==> src/rtl/keypad_debounce_scan_pkg.sv <==
// Shared keypad definitions: FSM states, idle row pattern and key-code width.
package keypad_pkg;

    localparam int unsigned KEY_W     = 4;
    localparam logic [3:0]  IDLE_ROWS = 4'b1111;

    typedef enum logic [1:0] {
        ST_SCAN     = 2'd0,
        ST_DEBOUNCE = 2'd1,
        ST_HOLD     = 2'd2
    } state_t;

endpackage

==> src/rtl/keypad_debounce_scan_if.sv <==
// Keypad matrix lines plus the key/pressed/held result bundle.
interface keypad_debounce_scan_if;
    import keypad_pkg::*;

    logic [3:0]       swr;
    logic [3:0]       swc;
    logic [KEY_W-1:0] key;
    logic             pressed;
    logic             held;

    modport master (output swr, input swc, key, pressed, held);
    modport slave  (input swr, output swc, key, pressed, held);
endinterface

==> src/rtl/keypad_debounce_scan_tick_gen.sv <==
// Free-running divider producing a one-cycle tick every CLK_DIV clocks.
module scan_tick_gen #(
    parameter int unsigned CLK_DIV = 50000
) (
    input  logic clk_50MHz,
    input  logic rst,
    output logic tick
);
    localparam int unsigned CW = (CLK_DIV > 1) ? $clog2(CLK_DIV) : 1;

    logic [CW-1:0] cnt;

    assign tick = (cnt == CW'(CLK_DIV - 1));

    always_ff @(posedge clk_50MHz) begin
        if (rst) begin
            cnt <= '0;
        end else if (tick) begin
            cnt <= '0;
        end else begin
            cnt <= cnt + CW'(1);
        end
    end
endmodule

==> src/rtl/keypad_debounce_scan.sv <==
// 4x4 keypad column scanner with press/release debounce; one pressed strobe per key.
module keypad_debounce_scan
    import keypad_pkg::*;
#(
    parameter int unsigned CLK_DIV        = 50000,
    parameter int unsigned DEBOUNCE_TICKS = 20
) (
    input  logic                   clk_50MHz,
    input  logic                   rst,
    keypad_debounce_scan_if.slave  kp
);
    localparam int unsigned DW = $clog2(DEBOUNCE_TICKS + 1);

    logic             tick;
    logic [3:0]       sync1;
    logic [3:0]       rs;
    logic             hit;
    logic [1:0]       row_idx;
    logic [1:0]       col_idx;
    logic [1:0]       col_nxt;
    logic [3:0]       swc_nxt;
    logic [KEY_W-1:0] code;
    logic [KEY_W-1:0] cand;
    logic [DW-1:0]    dcnt;
    logic [DW-1:0]    dcnt_inc;
    logic             dcnt_done;
    state_t           state;
    logic [3:0]       swc_q;
    logic [KEY_W-1:0] key_q;
    logic             pressed_q;
    logic             held_q;

    scan_tick_gen #(.CLK_DIV(CLK_DIV)) u_tick (
        .clk_50MHz (clk_50MHz),
        .rst       (rst),
        .tick      (tick)
    );

    always_ff @(posedge clk_50MHz) begin
        if (rst) begin
            sync1 <= IDLE_ROWS;
            rs    <= IDLE_ROWS;
        end else begin
            sync1 <= kp.swr;
            rs    <= sync1;
        end
    end

    // Scan from row 3 down so the lowest low row is written last and wins.
    always_comb begin
        row_idx = '0;
        for (int unsigned i = 0; i < 4; i++) begin
            if (!rs[3 - i]) row_idx = 2'(3 - i);
        end
    end

    assign hit       = (rs != IDLE_ROWS);
    assign code      = {row_idx, col_idx};
    assign col_nxt   = col_idx + 2'd1;
    assign swc_nxt   = ~(4'b0001 << col_nxt);
    assign dcnt_inc  = dcnt + DW'(1);
    assign dcnt_done = (dcnt_inc == DW'(DEBOUNCE_TICKS));

    always_ff @(posedge clk_50MHz) begin
        if (rst) begin
            state     <= ST_SCAN;
            col_idx   <= '0;
            swc_q     <= 4'b1110;
            cand      <= '0;
            dcnt      <= '0;
            key_q     <= '0;
            pressed_q <= 1'b0;
            held_q    <= 1'b0;
        end else begin
            pressed_q <= 1'b0;
            if (tick) begin
                unique case (state)
                    ST_SCAN: begin
                        if (hit) begin
                            cand  <= code;
                            dcnt  <= DW'(1);
                            state <= ST_DEBOUNCE;
                        end else begin
                            col_idx <= col_nxt;
                            swc_q   <= swc_nxt;
                        end
                    end
                    ST_DEBOUNCE: begin
                        if (hit && (code == cand)) begin
                            if (dcnt_done) begin
                                key_q     <= cand;
                                pressed_q <= 1'b1;
                                held_q    <= 1'b1;
                                dcnt      <= '0;
                                state     <= ST_HOLD;
                            end else begin
                                dcnt <= dcnt_inc;
                            end
                        end else begin
                            col_idx <= col_nxt;
                            swc_q   <= swc_nxt;
                            state   <= ST_SCAN;
                        end
                    end
                    ST_HOLD: begin
                        // Any tick still seeing a row low restarts the release count.
                        if (hit) begin
                            dcnt <= '0;
                        end else if (dcnt_done) begin
                            held_q  <= 1'b0;
                            col_idx <= col_nxt;
                            swc_q   <= swc_nxt;
                            state   <= ST_SCAN;
                        end else begin
                            dcnt <= dcnt_inc;
                        end
                    end
                    default: state <= ST_SCAN;
                endcase
            end
        end
    end

    assign kp.swc     = swc_q;
    assign kp.key     = key_q;
    assign kp.pressed = pressed_q;
    assign kp.held    = held_q;
endmodule
==> src/flat_wrapper.sv <==
// flat-port wrapper written by rule: the top's interface ports become plain ports
module keypad_debounce_scan_flat import keypad_pkg::*;
#(
    parameter int unsigned CLK_DIV        = 50000,
    parameter int unsigned DEBOUNCE_TICKS = 20
)
  (clk_50MHz, rst, kp_swr, kp_swc, kp_key, kp_pressed, kp_held);
  keypad_debounce_scan_if kp_i ();
  input  logic clk_50MHz;
  input  logic rst;
  input wire logic [$bits(kp_i.swr)-1:0] kp_swr;
  output wire logic [$bits(kp_i.swc)-1:0] kp_swc;
  output wire logic [$bits(kp_i.key)-1:0] kp_key;
  output wire logic [$bits(kp_i.pressed)-1:0] kp_pressed;
  output wire logic [$bits(kp_i.held)-1:0] kp_held;
  assign kp_i.swr = kp_swr;
  assign kp_swc = kp_i.swc;
  assign kp_key = kp_i.key;
  assign kp_pressed = kp_i.pressed;
  assign kp_held = kp_i.held;
  keypad_debounce_scan #(.CLK_DIV(CLK_DIV), .DEBOUNCE_TICKS(DEBOUNCE_TICKS)) u_core (.clk_50MHz(clk_50MHz), .rst(rst), .kp(kp_i));
endmodule
==> config.mk <==
export PLATFORM = sky130hd
export DESIGN_NAME = keypad_debounce_scan_flat
export DESIGN_NICKNAME = d
export VERILOG_FILES = /design/src/rtl/keypad_debounce_scan_pkg.sv /design/src/rtl/keypad_debounce_scan_if.sv /design/src/rtl/keypad_debounce_scan_tick_gen.sv /design/src/rtl/keypad_debounce_scan.sv /design/src/flat_wrapper.sv
export SDC_FILE = /design/constraint.sdc
export NUM_CORES = 1
export LEC_CHECK = 0
export ABC_AREA = 0
export ABC_CLOCK_PERIOD_IN_PS = 5400
export BUFFER_PORTS_ARGS = -buffer_cell sky130_fd_sc_hd__clkbuf_2
export CAP_MARGIN = 20
export CELL_PAD_IN_SITES_DETAIL_PLACEMENT = 0
export CELL_PAD_IN_SITES_GLOBAL_PLACEMENT = 1
export CORE_MARGIN = 2
export CORE_UTILIZATION = 35
export CTS_BUF_LIST = sky130_fd_sc_hd__clkbuf_4 sky130_fd_sc_hd__clkbuf_8
export DETAILED_ROUTE_END_ITERATION = 10
export MAX_ROUTING_LAYER = met4
export PLACE_DENSITY = 0.61
export SETUP_SLACK_MARGIN = 0.1
export SYNTH_ARGS = -nofsm -noshare
export SYNTH_HDL_FRONTEND = slang
export SYNTH_SLANG_ARGS = --single-unit
export TNS_END_PERCENT = 5
==> constraint.sdc <==
create_clock -name clk_50MHz -period 5.4 [get_ports clk_50MHz]
set_input_delay 0.27 -clock clk_50MHz [delete_from_list [all_inputs] [get_ports clk_50MHz]]
set_output_delay 0.27 -clock clk_50MHz [all_outputs]
set_load 0.005 [all_outputs]
==> qor.yml <==
synthesis:
  synthMuxAreaShare: 0.04682
  synthAdderAreaFrac: 0.05780
  synth-compound-area-share: 0.1116
  synth_commonest_cells: "dfxtp_1 (47), nor2_1 (40), nand2_1 (11)"
  ys_top_cells_by_area: "dfxtp_1 (43%), nor2_1 (6.9%), ha_1 (5.8%), mux2i_1 (4.2%), xor2_1 (4.0%)"
  synthArstFlopShare: 0
  synth_top_family_by_area: "simple AND/OR/NAND/NOR gates"
  ys_seq_area_frac: 0.4347
  ys_seq_elements: 47
  synth_most_common_cell: "dfxtp_1"
  synthesis.nets: 251
  synth_top_area_cell: "dfxtp_1"
  synthFlopType: "dfxtp_1"
  synth_edf_count: 0
  ys_warn_count: 0
  synth_xor_area_frac: 0.07630
  synth.cell_area_um2: 2165
  synthSimpleGateAreaFrac: 0.2451
  ys_types: 47
  syn_inst: 235
  yosysTopAreaCellShare: 0.4347
  avgSynthCellArea_um2: 9.211
global_routing:
  gr-usage-all-layers: 0.1438
  grt_max_degree: 35
  overflow: 0
  grt_antenna_before_repair: 0
  grt_pass1_vias: 1489
  met1_usage: 0.2011
  grt_busiest_layer: "met2"
  met3_usage: 0.03261
  grt_use_met2: 0.2040
  grt_pass1_wl_mm: 7.238
cts:
  cts_setup_buffers: 0
  htreeDepth: 2
  clk_path_buf_depth: 2
  cts-hold-fix-buffers: 0
  clk_pin_slew_ps: 90
  insertion_delay_ps: 300
  cts_tree: "built"
  cts_inserted_buffers: 5
  root_buffer: "clkbuf_8"
  cts_resized: 0
  cts.sinks: 47
critical_path:
  cp_data_arrival_time_ps: 2350
  max_stage_delay_ps: 540
  critical_path_class: "flip-flop to flip-flop"
  end_kind: "flip-flop"
  cp_cell_sequence: "ha_1, nand4bb_1, o21ai_1, nand2b_4, a311oi_4, mux2i_1, nor2_1"
  required_ps: 5570
  startpoint: "u_core.dcnt[0]"
  reg2reg_from: "u_core.dcnt[0]"
  cp_max_fo: 10
  r2r_cells: 7
  crit_slowest_cell: "a311oi_4"
  critPathLaunchType: "flip-flop"
detailed_routing:
  first_pass_iters: 4
  ant_nets: 0
  wl_per_cell_um: 12.94
  routed-via-count: 1613
  viasPerCell: 4.933
  first_iter_violations: 93
  drcViolationCount: 0
  wirelength_mm: 4.232
outcome:
  status: "finished clean"
timing:
  tightest_slew_ps: 644.7
  post-route-period-util: 0.4031
  maxSlewViolCount: 0
  rsz0062_at_grt: "no"
  period_minus_slack_ps: 2177
  maxSlewHeadroom: 0.5702
  skew_ps: 6.275
  hold_violations: 0
  setup_viol: 0
  fmax_mhz: 459.4
  tns_ps: 0
run:
  maxCapViolations: 0
power_and_ir_drop:
  powerDensity_nw_per_um2: 246.5
  ir_drop_v: 0.0001281
  p_leak_nw: 0.9801
cells_and_area:
  final_net_count: 267
  fill_cells: 622
  diodes: 0
  layoutNonFillerInstCount: 327
  drive_gt1_frac: 0.1508
  areaGrowthSynthToFinish_pct: 10.87
hold_path:
  hold_path_startpoint: "kp_swr[0]"
  hold_class: "primary input to flip-flop"
  worst_hold_path.num_cells: 2
floorplanning:
  coreArea_um2: 5956
  die_area_um2: 6829
  die_h_um: 82.64
  die_w_um: 82.64
  start_util: 0.3634
  rows: 28
  pin_count: 16
place:
  dp_cells: 319
  port_buffers: 15
  dp_hpwl_mm: 3.042
  routabilityCongestion: 0.7834
-- cell families (layout without fill, tap and decap cells) --
| logic type | after synthesis | count (layout) |
|---|---|---|
| AOI/OAI and AO/OA | 34 | 34 |
| buffers and inverters | 16 | 33 |
| and+or+nand+nor | 100 | 100 |
| adders and majority gates | 10 | 10 |
| muxes | 10 | 10 |
| xor gates and xnor gates | 18 | 18 |
| DFF | 47 | 47 |
-- layer usage --
layer | vias to the layer above | wire (um)
met5 | - | 0
met4 | 0 | 57
met3 | 6 | 171
met2 | 39 | 1729
met1 | 726 | 2274
li1 | 842 | -
-- worst max-delay path, delay by kind of cell, from the launching register on --
kind | cells | cell delay (ps)
AOI/OAI and AO/OA | 2 | 830
adders and majority gates | 1 | 240
DFF | 1 | 380
muxes | 1 | 240
and+or+nand+nor | 3 | 340
-- per-stage QoR --
stage	utilization	setup WS, ps	power (mW)	instance area, um^2	hold WS (ps)
global placement	0.3880	3263	0.3847	2311	391.7
floorplan	-	3485	0.3785	2165	373.8
finish	0.4029	3223	0.5917	2400	145.3
CTS	0.4029	3211	0.6032	2400	132.9
global route	0.4029	3047	0.6166	2400	137.3
detailed placement	0.3880	3228	0.3843	2311	394.7
-- area by class of cell --
| cell class | instances | area [um^2] | area share |
|---|---|---|---|
| multi-input cells | 172 | 1164 | 0.4849 |
| flip-flops and latches | 47 | 940.9 | 0.3921 |
| well taps | 75 | 93.84 | 0.03910 |
| clock buffers | 6 | 76.32 | 0.03180 |
| repair buffers | 15 | 75.07 | 0.03128 |
| inverters | 10 | 37.54 | 0.01564 |
| clock inverters | 2 | 12.51 | 0.005214 |
-- worst paths after layout --
check                      end  slack, ps
max reg2reg  u_core.col_idx[1]       3220
min            u_core.sync1[0]        150
max          u_core.col_idx[1]       3220
min reg2reg       u_core.rs[2]        410
-- registers in the layout (all words and copies together), names as in the netlist --
| name | cells |
|---|---|
| u_core.u_tick.cnt | 16 |
| u_core.dcnt | 5 |
| u_core.cand | 4 |
| u_core.kp.key | 4 |
| u_core.kp.swc | 4 |
| u_core.rs | 4 |
| u_core.sync1 | 4 |
| u_core.col_idx | 2 |
| u_core.state | 2 |
| u_core.kp.held | 1 |
| u_core.kp.pressed | 1 |
-- cell usage in the layout, fill, tap and decap left out, types with 3 or more instances in the layout --
master | Yosys | routed
dfxtp_1 | 47 | 47
nor2_1 | 40 | 40
clkbuf_2 | 0 | 15
nand2_1 | 11 | 11
inv_1 | 10 | 10
xor2_1 | 10 | 10
ha_1 | 10 | 10
mux2i_1 | 9 | 9
a21oi_1 | 8 | 8
or2_2 | 8 | 8
xnor2_1 | 7 | 7
and3_1 | 6 | 6
nand3_1 | 6 | 6
a31oi_1 | 6 | 6
nor3_1 | 5 | 5
clkbuf_8 | 0 | 5
nand4_1 | 4 | 4
and2_1 | 3 | 3
o21ai_0 | 3 | 3
-- where the power goes --
part	internal (mW)	total [mW]	switching [mW]
Sequential	0.351	0.354	0.00322
Clock	0.0957	0.216	0.120
Combinational	0.00814	0.0218	0.0136
Note: power is estimated with default switching activity, not from simulation.
